$ cat config.mk
export PLATFORM = sky130hd
export DESIGN_NAME = multicycle_control_flat
export DESIGN_NICKNAME = d
export VERILOG_FILES = /design/src/rtl/multicycle_control_if.sv /design/src/rtl/multicycle_control.sv /design/src/flat_wrapper.sv
export SDC_FILE = /design/constraint.sdc
export NUM_CORES = 1
export LEC_CHECK = 0
export ABC_AREA = 1
export BUFFER_PORTS_ARGS = -buffer_cell sky130_fd_sc_hd__buf_2
export CAP_MARGIN = 20
export CORE_ASPECT_RATIO = 1.1
export CORE_MARGIN = 8
export CORE_UTILIZATION = 40
export DETAILED_ROUTE_END_ITERATION = 12
export PLACE_DENSITY = 0.74
export SLEW_MARGIN = 25
export SYNTH_ARGS = -nofsm -noshare
export SYNTH_HDL_FRONTEND = slang
export SYNTH_SLANG_ARGS = --single-unit
$ cat constraint.sdc
create_clock -name clk -period 3.8 [get_ports clk]
set_input_delay 0.38 -clock clk [delete_from_list [all_inputs] [get_ports clk]]
set_output_delay 0.38 -clock clk [all_outputs]
set_load 0.01 [all_outputs]
$ cat src/rtl/multicycle_control_if.sv
// Control/datapath bundle for the multicycle MIPS controller: IR opcode and memory
// handshake in, all datapath selects and enables out.
interface multicycle_control_if;
  logic [5:0] opcode;
  logic       mem_ready;
  logic       pcwrite;
  logic       pcwrite_cond;
  logic [1:0] pcsrc;
  logic       iord;
  logic       memread;
  logic       memwrite;
  logic       irwrite;
  logic       memtoreg;
  logic       regdst;
  logic       regwrite;
  logic       alusrca;
  logic [1:0] alusrcb;
  logic [1:0] aluop;
  logic       instr_done;
  logic       illegal_op;

  // master = the controller, slave = the datapath it steers
  modport master (
    input  opcode, mem_ready,
    output pcwrite, pcwrite_cond, pcsrc, iord, memread, memwrite, irwrite,
           memtoreg, regdst, regwrite, alusrca, alusrcb, aluop, instr_done, illegal_op
  );

  modport slave (
    output opcode, mem_ready,
    input  pcwrite, pcwrite_cond, pcsrc, iord, memread, memwrite, irwrite,
           memtoreg, regdst, regwrite, alusrca, alusrcb, aluop, instr_done, illegal_op
  );
endinterface

$ cat src/rtl/multicycle_control.sv
// Moore FSM sequencing a shared-memory, single-ALU MIPS multicycle datapath.
// Illegal opcodes trap into a sticky HALT state that only reset leaves.
module multicycle_control (
  input  logic                clk,
  input  logic                reset,
  multicycle_control_if.master bus
);

  localparam logic [5:0] OP_RTYPE = 6'b000000;
  localparam logic [5:0] OP_LW    = 6'b100011;
  localparam logic [5:0] OP_SW    = 6'b101011;
  localparam logic [5:0] OP_BEQ   = 6'b000100;
  localparam logic [5:0] OP_ADDI  = 6'b001000;
  localparam logic [5:0] OP_J     = 6'b000010;

  typedef enum logic [3:0] {
    S_FETCH   = 4'd0,
    S_DECODE  = 4'd1,
    S_MEMADR  = 4'd2,
    S_MEMRD   = 4'd3,
    S_MEMWB   = 4'd4,
    S_MEMWR   = 4'd5,
    S_EXECUTE = 4'd6,
    S_ALUWB   = 4'd7,
    S_BRANCH  = 4'd8,
    S_ADDIEX  = 4'd9,
    S_ADDIWB  = 4'd10,
    S_JUMP    = 4'd11,
    S_HALT    = 4'd12
  } state_t;

  // fetch_gate/memwr_gate mark the two states whose strobes follow mem_ready
  typedef struct packed {
    logic       pcwrite;
    logic       pcwrite_cond;
    logic [1:0] pcsrc;
    logic       iord;
    logic       memread;
    logic       memwrite;
    logic       memtoreg;
    logic       regdst;
    logic       regwrite;
    logic       alusrca;
    logic [1:0] alusrcb;
    logic [1:0] aluop;
    logic       instr_done;
    logic       illegal_op;
    logic       fetch_gate;
    logic       memwr_gate;
  } ctrl_t;

  function automatic ctrl_t decode_state(state_t s);
    ctrl_t c;
    c = '0;
    case (s)
      S_FETCH:   begin c.memread = 1'b1; c.alusrcb = 2'b01; c.fetch_gate = 1'b1; end
      S_DECODE:  c.alusrcb = 2'b11;
      S_MEMADR:  begin c.alusrca = 1'b1; c.alusrcb = 2'b10; end
      S_MEMRD:   begin c.iord = 1'b1; c.memread = 1'b1; end
      S_MEMWB:   begin c.memtoreg = 1'b1; c.regwrite = 1'b1; c.instr_done = 1'b1; end
      S_MEMWR:   begin c.iord = 1'b1; c.memwrite = 1'b1; c.memwr_gate = 1'b1; end
      S_EXECUTE: begin c.alusrca = 1'b1; c.aluop = 2'b10; end
      S_ALUWB:   begin c.regdst = 1'b1; c.regwrite = 1'b1; c.instr_done = 1'b1; end
      S_BRANCH:  begin
        c.alusrca      = 1'b1;
        c.aluop        = 2'b01;
        c.pcwrite_cond = 1'b1;
        c.pcsrc        = 2'b01;
        c.instr_done   = 1'b1;
      end
      S_ADDIEX:  begin c.alusrca = 1'b1; c.alusrcb = 2'b10; end
      S_ADDIWB:  begin c.regwrite = 1'b1; c.instr_done = 1'b1; end
      S_JUMP:    begin c.pcsrc = 2'b10; c.pcwrite = 1'b1; c.instr_done = 1'b1; end
      S_HALT:    c.illegal_op = 1'b1;
      default:   c = '0;
    endcase
    return c;
  endfunction

  state_t state_q, state_d;
  ctrl_t  ctrl_q, ctrl_d;

  always_comb begin
    state_d = state_q;
    case (state_q)
      S_FETCH:  if (bus.mem_ready) state_d = S_DECODE;
      S_DECODE: begin
        case (bus.opcode)
          OP_LW, OP_SW: state_d = S_MEMADR;
          OP_RTYPE:     state_d = S_EXECUTE;
          OP_BEQ:       state_d = S_BRANCH;
          OP_ADDI:      state_d = S_ADDIEX;
          OP_J:         state_d = S_JUMP;
          default:      state_d = S_HALT;
        endcase
      end
      S_MEMADR: begin
        case (bus.opcode)
          OP_LW:   state_d = S_MEMRD;
          OP_SW:   state_d = S_MEMWR;
          default: state_d = S_HALT;
        endcase
      end
      S_MEMRD:   if (bus.mem_ready) state_d = S_MEMWB;
      S_MEMWR:   if (bus.mem_ready) state_d = S_FETCH;
      S_EXECUTE: state_d = S_ALUWB;
      S_ADDIEX:  state_d = S_ADDIWB;
      S_MEMWB, S_ALUWB, S_BRANCH, S_ADDIWB, S_JUMP: state_d = S_FETCH;
      S_HALT:    state_d = S_HALT;
      default:   state_d = S_FETCH;
    endcase
    ctrl_d = decode_state(state_d);
  end

  // Outputs are registered alongside the state so they always match state_q
  always_ff @(posedge clk) begin
    if (reset) begin
      state_q <= S_FETCH;
      ctrl_q  <= decode_state(S_FETCH);
    end else begin
      state_q <= state_d;
      ctrl_q  <= ctrl_d;
    end
  end

  logic run;
  assign run = ~reset;

  assign bus.pcwrite      = run & (ctrl_q.pcwrite | (ctrl_q.fetch_gate & bus.mem_ready));
  assign bus.irwrite      = run & ctrl_q.fetch_gate & bus.mem_ready;
  assign bus.pcwrite_cond = run & ctrl_q.pcwrite_cond;
  assign bus.memread      = run & ctrl_q.memread;
  assign bus.memwrite     = run & ctrl_q.memwrite;
  assign bus.regwrite     = run & ctrl_q.regwrite;
  assign bus.instr_done   = run & (ctrl_q.instr_done | (ctrl_q.memwr_gate & bus.mem_ready));
  assign bus.pcsrc        = ctrl_q.pcsrc;
  assign bus.iord         = ctrl_q.iord;
  assign bus.memtoreg     = ctrl_q.memtoreg;
  assign bus.regdst       = ctrl_q.regdst;
  assign bus.alusrca      = ctrl_q.alusrca;
  assign bus.alusrcb      = ctrl_q.alusrcb;
  assign bus.aluop        = ctrl_q.aluop;
  assign bus.illegal_op   = ctrl_q.illegal_op;

endmodule

$ cat src/flat_wrapper.sv
// flat-port wrapper written by rule: the top's interface ports become plain ports
module multicycle_control_flat 
  (clk, reset, bus_opcode, bus_mem_ready, bus_pcwrite, bus_pcwrite_cond, bus_pcsrc, bus_iord, bus_memread, bus_memwrite, bus_irwrite, bus_memtoreg, bus_regdst, bus_regwrite, bus_alusrca, bus_alusrcb, bus_aluop, bus_instr_done, bus_illegal_op);
  multicycle_control_if bus_i ();
  input  logic clk;
  input  logic reset;
  input wire logic [$bits(bus_i.opcode)-1:0] bus_opcode;
  input wire logic [$bits(bus_i.mem_ready)-1:0] bus_mem_ready;
  output wire logic [$bits(bus_i.pcwrite)-1:0] bus_pcwrite;
  output wire logic [$bits(bus_i.pcwrite_cond)-1:0] bus_pcwrite_cond;
  output wire logic [$bits(bus_i.pcsrc)-1:0] bus_pcsrc;
  output wire logic [$bits(bus_i.iord)-1:0] bus_iord;
  output wire logic [$bits(bus_i.memread)-1:0] bus_memread;
  output wire logic [$bits(bus_i.memwrite)-1:0] bus_memwrite;
  output wire logic [$bits(bus_i.irwrite)-1:0] bus_irwrite;
  output wire logic [$bits(bus_i.memtoreg)-1:0] bus_memtoreg;
  output wire logic [$bits(bus_i.regdst)-1:0] bus_regdst;
  output wire logic [$bits(bus_i.regwrite)-1:0] bus_regwrite;
  output wire logic [$bits(bus_i.alusrca)-1:0] bus_alusrca;
  output wire logic [$bits(bus_i.alusrcb)-1:0] bus_alusrcb;
  output wire logic [$bits(bus_i.aluop)-1:0] bus_aluop;
  output wire logic [$bits(bus_i.instr_done)-1:0] bus_instr_done;
  output wire logic [$bits(bus_i.illegal_op)-1:0] bus_illegal_op;
  assign bus_i.opcode = bus_opcode;
  assign bus_i.mem_ready = bus_mem_ready;
  assign bus_pcwrite = bus_i.pcwrite;
  assign bus_pcwrite_cond = bus_i.pcwrite_cond;
  assign bus_pcsrc = bus_i.pcsrc;
  assign bus_iord = bus_i.iord;
  assign bus_memread = bus_i.memread;
  assign bus_memwrite = bus_i.memwrite;
  assign bus_irwrite = bus_i.irwrite;
  assign bus_memtoreg = bus_i.memtoreg;
  assign bus_regdst = bus_i.regdst;
  assign bus_regwrite = bus_i.regwrite;
  assign bus_alusrca = bus_i.alusrca;
  assign bus_alusrcb = bus_i.alusrcb;
  assign bus_aluop = bus_i.aluop;
  assign bus_instr_done = bus_i.instr_done;
  assign bus_illegal_op = bus_i.illegal_op;
  multicycle_control u_core (.clk(clk), .reset(reset), .bus(bus_i));
endmodule
* Word level (Yosys, flattened, before mapping)
Index checks and enable logic that the tools add are counted.
** Word-level totals
- Bits in registers :: 22
- Output and inout bits :: 18
- Input bits :: 9
** Operators by class
- Mux-type cells :: 21
- Reductions and logical operators :: 10
- Bitwise logic cells :: 13
- Equal/unequal tests :: 24
** Operators by type and width (count)
- $pmux W4 S8 :: 1
- $eq A4 B4 Y1 const B :: 7
- $eq A4 B3 Y1 const B :: 6
- $pmux W4 S5 :: 1
- $eq A4 B2 Y1 const B :: 4
- $eq A6 B6 Y1 const B :: 2
- $mux W1 :: 12
- $mux W4 :: 3
- $and A1 B1 Y1 :: 10
- $eq A4 B1 Y1 const B :: 2
- $logic_not A4 Y1 :: 2
- $pmux W2 S2 :: 2
- $pmux W4 S2 :: 1
- $reduce_or A2 Y1 :: 4
- $eq A6 B2 Y1 const B :: 1
- $eq A6 B3 Y1 const B :: 1
- $eq A6 B4 Y1 const B :: 1
- $logic_not A6 Y1 :: 1
- $pmux W2 S3 :: 1
- $reduce_or A5 Y1 :: 1
- $reduce_or A4 Y1 :: 1
- $reduce_or A3 Y1 :: 1
- $or A1 B1 Y1 :: 2
- $not A1 Y1 :: 1

* Longest topological paths before layout
- Word-level depth :: 7
- Depth in mapped cells :: 12

* Worst setup path after synthesis
OpenSTA, ideal clock, no wires.
- Path kind :: input to register
- Start :: input port bus_opcode[4]
- End :: register u_core.ctrl_q, in the netlist u_core.bus.alusrca
- Stages on the path :: 10
- Setup slack :: 2.443 ns
- Data arrival time :: 1.242 ns
- Data required time :: 3.685 ns
- Path through :: nor2_1 > nand3_1 > nand3_1 > nand2_1 > nand2_4 > nor2_2 > nand2_1 > nor2_1 > nor2_1 > nand2_1
** Between the ends
- Cells in the longest elaborated chain, start to end :: 7
** RTL lines
- start, declared :: line flat_wrapper.sv:7 : input wire logic [$bits(bus_i.opcode)-1:0] bus_opcode;
- $eq A6 B6 Y1 :: line multicycle_control.sv:88, multicycle_control.sv:98
- $reduce_or A2 Y1 :: line multicycle_control.sv:88 : case (bus.opcode)
- $pmux W4 S5 :: line multicycle_control.sv:88
- $pmux W4 S8 * :: line multicycle_control.sv:85 : case (state_q)
- $eq A4 B3 Y1 (tied with other cells) :: line multicycle_control.sv:55 : case (s)
- $reduce_or A4 Y1 (no line) *
- $mux W1 * :: line multicycle_control.sv:55
- end signal, assigned :: line multicycle_control.sv:119 : ctrl_q <= decode_state(S_FETCH);
- end signal, assigned :: line multicycle_control.sv:122 : ctrl_q <= ctrl_d;
- end, declared :: line multicycle_control.sv:81 : ctrl_t ctrl_q, ctrl_d;
Every way passes the cells marked *; elsewhere a longest branch is shown, timed or not.
A chain may end at the register's enable or synchronous reset.

* Worst setup path in the final report
- Start :: input port reset
- End :: output port bus_pcwrite
** Between the ends
- Cells in the longest elaborated chain, start to end :: 2
** RTL lines
- start, declared :: line flat_wrapper.sv:6 : input logic reset;
- $not A1 Y1 :: line multicycle_control.sv:127 : assign run = ~reset;
- $and A1 B1 Y1 :: line multicycle_control.sv:129 : assign bus.pcwrite = run & (ctrl_q.pcwrite | (ctrl_q.fetch_gate & bus.mem_ready));
- end, declared :: line flat_wrapper.sv:9 : output wire logic [$bits(bus_i.pcwrite)-1:0] bus_pcwrite;
Every way passes these cells.

==> results.py <==
metrics = {
    "status": {
        "status": "finished clean",
    },
    "setup_path": {
        "crit_path_max_incr_delay_ps": 320,
        "cp_num_buf_inv": 3,
        "arrival_ps": 1210,
        "worstPathCellList": "buf_2, inv_1, nand2_1, o21ai_0, buf_2",
        "crit_path_start_kind": "input pin",
        "cp_slowest_cell": "buf_2",
        "worstPathMaxFanout": 15,
        "rrSetupSlack_ps": 2280,
        "reg2reg_depth": 10,
        "crit_path_end": "bus_pcwrite",
        "worst-endpoint-required_ps": 3420,
        "r2r-end": "u_core.bus.alusrca$_SDFF_PP0_",
        "crit_path_start": "reset",
        "path_class": "input pin to output port",
        "cp_common_cell": "buf_2",
        "path_delay_family": "buffers and inverters",
        "cp-end-kind": "output port",
        "reg2reg_from": "u_core.state_q[3]$_SDFF_PP0_",
        "path_depth": 5,
    },
    "sta": {
        "rsz0062_at_grt": "false",
        "timing.final.hold_violations": 0,
        "period_share_pct": 41.8,
        "max_freq_ghz": 0.629,
        "fin_crit_ps": 1590,
        "timing.slew.headroom_pct": 75.6,
        "finalSetupTns_ps": 0,
        "setup_violations": 0,
        "tightest_slew_ps": 366,
        "finalMaxSlewViolations": 0,
        "skew_ps": 1.56,
        "worst_slack_ps": 2210,
    },
    "die": {
        "start_util_pct": 41.4,
        "io_pins": 27,
        "num_rows": 20,
        "die-area_um2": 4820,
        "core_um2": 2750,
        "die_h_um": 72.0,
        "fp.dieW_um": 66.9,
    },
    "detailed_routing": {
        "avgViaCountPerCell": 4.48,
        "dr.first_iter.drc_count": 17,
        "first_pass_iters": 4,
        "drc": 0,
        "wl_um": 2280,
        "ant_nets": 0,
        "routedWlPerCell_um": 9.90,
        "vias": 1030,
    },
    "final_layout": {
        "fin_util_pct": 47.8,
        "finalNetCount": 207,
        "area_delta_synth_final_pct": 15.4,
        "fill_cells": 307,
        "antenna_cells": 0,
        "layout-drive-gt1-share_pct": 31.0,
    },
    "placed_design": {
        "post-dp-hpwl_um": 1880,
        "place.port_buffers": 26,
        "pre_cts_ws_ps": 2160,
        "gp_congestion": 0.886,
    },
    "grt": {
        "grt_pass1_vias": 971,
        "antenna_found_initial": 0,
        "grt_first_pass_wirelength_um": 3970,
        "grt_usage_pct": 10.1,
        "overflow": 0,
        "grt_max_degree": 16,
    },
    "pwr": {
        "p_leak_nw": 0.765,
        "power.total_w": 0.000489,
        "seqPwrFrac_pct": 46.3,
        "p_sw_w": 0.000131,
        "powerDensity_nw_per_um2": 372,
        "peakVddDrop_v": 0.000250,
        "clock_power_share_pct": 35.3,
        "pwr-share-comb_pct": 18.5,
        "p_int_w": 0.000357,
        "switching_share_pct": 26.9,
    },
    "cts": {
        "cts_made_buffers": 3,
        "tritoncts": "built",
        "clkSinkCount": 20,
        "clockBufferDepth": 2,
        "hold_buffers": 0,
        "postCtsSetupBuffers": 0,
        "htreeDepth": 1,
        "root_buffer": "clkbuf_4",
        "clk_pin_slew_worst_paths_ps": 110,
        "cts.repair.resized": 0,
        "worstSkewPairLatency_ps": 300,
    },
    "synthesis": {
        "postSynthCellCount": 174,
        "ys_seq_elements": 20,
        "synth_nets": 183,
        "avgSynthCellArea_um2": 6.55,
        "synth_seq_area_share_pct": 35.1,
        "synth.cell_area_um2": 1140,
        "yosysUniqueCellTypes": 19,
        "yosys_warnings": 0,
    },
    "worst_hold_path": {
        "holdCritPathClass": "input pin to flip-flop",
    },
    "job": {
        "max-cap-violations": 0,
    },
}
==> cell type report <==
cell class	instances	area, um^2	area share (%)
inverters	32	120	9.13
clock inverters	1	30.0	2.28
repair buffers	26	130	9.90
well taps	33	41.3	3.14
clock buffers	3	22.5	1.71
flip-flops and latches	20	400	30.4
multi-input cells	115	571	43.4
==> cells by family (layout without fill, tap and decap cells) <==
group           count (synthesis)  after routing  share of synthesized area (%)
simple gates                  109            109                           47.3
buf+inv                        39             62                           14.8
flops                          20             20                           35.1
compound gates                  6              6                           2.74
==> through the flow <==
| stage | cell area, um^2 | hold slack (ps) | std cells |
|---|---|---|---|
| floorplan | 1140 | 457 | 174 |
| global placement | 1260 | 635 | 226 |
| detailed placement | 1260 | 601 | 226 |
| CTS | 1320 | 420 | 230 |
| global route | 1320 | 442 | 230 |
| finish | 1320 | 426 | 230 |
==> Yosys cell counts <==
master	instances	area share, %
nor2_1	36	12
nand2_1	32	11
inv_1	22	7.2
dfxtp_1	20	35
nand3_1	18	7.9
inv_2	9	3.0
nor2_2	8	4.4
buf_4	6	4.0
nand2_2	5	2.7
nor2_4	4	4.0
o21ai_0	3	1.3
a21oi_1	2	0.88
nand2_4	2	2.0
nand3_2	2	1.8
a31oi_1	1	0.55
clkbuf_1	1	0.33
clkinv_1	1	0.33
nor2_8	1	1.8
nor3_1	1	0.44
==> metal layers <==
layer / routed length [um] / track usage [%] / part of all wire (%)
met1: 971 / 12.5 / 43
met2: 1090 / 16.9 / 48
met3: 171 / 0.924 / 7.5
met4: 41 / 4.88 / 1.8
met5: 0 / 0 / 0
==> state kept, by name, indices dropped and copies added (netlist names) <==
register	flops
u_core.bus.regdst	1
u_core.bus.iord	1
u_core.bus.aluop	2
u_core.bus.memtoreg	1
u_core.ctrl_q	6
u_core.bus.alusrcb	2
u_core.bus.pcsrc	1
u_core.bus.illegal_op	1
u_core.bus.alusrca	1
u_core.state_q	4
==> power by group through the flow <==
stage	clock network, W	logic (W)	registers, W
floorplan	0	0.0000681	0.000231
global placement	0	0.0000899	0.000231
detailed placement	0	0.0000908	0.000231
CTS	0.000176	0.0000911	0.000226
global route	0.000181	0.000103	0.000228
finish	0.000172	0.0000902	0.000226
==> placed cells by master (no fill, tap or decap), drive strengths merged <==
master and instances:
a31oi 1, nor3 1, clkbuf 3, nor2 49, o21ai 3, bufinv 1
a21oi 2, nand2 39, nand3 20, inv 31, dfxtp 20, clkinv 1
buf 26
==> worst min path at each step <==
stage	startpoint	end	slack, ps	cells past startpoint
2_1_floorplan	reset	u_core.bus.memtoreg$_SDFF_PP0_	460	1
3_3_place_gp	u_core.state_q[1]$_SDFF_PP0_	u_core.ctrl_q[13]$_SDFF_PP1_	640	2
3_5_place_dp	u_core.state_q[1]$_SDFF_PP0_	u_core.ctrl_q[13]$_SDFF_PP1_	600	2
4_1_cts	bus_mem_ready	u_core.bus.memtoreg$_SDFF_PP0_	420	3
5_1_grt	bus_mem_ready	u_core.bus.memtoreg$_SDFF_PP0_	440	3
6_report	bus_mem_ready	u_core.bus.memtoreg$_SDFF_PP0_	430	3
==> worst register-to-register path, stage by stage, from the launching register on <==
cell	delay, ps
dfxtp_1	380
nor2_4	220
inv_2	70
nor2_4	120
nand3_1	100
nand3_2	80
inv_2	70
nand3_1	120
nor2_1	60
nor2_1	140
nand2_1	70
Note: power is estimated with default switching activity, not from simulation.
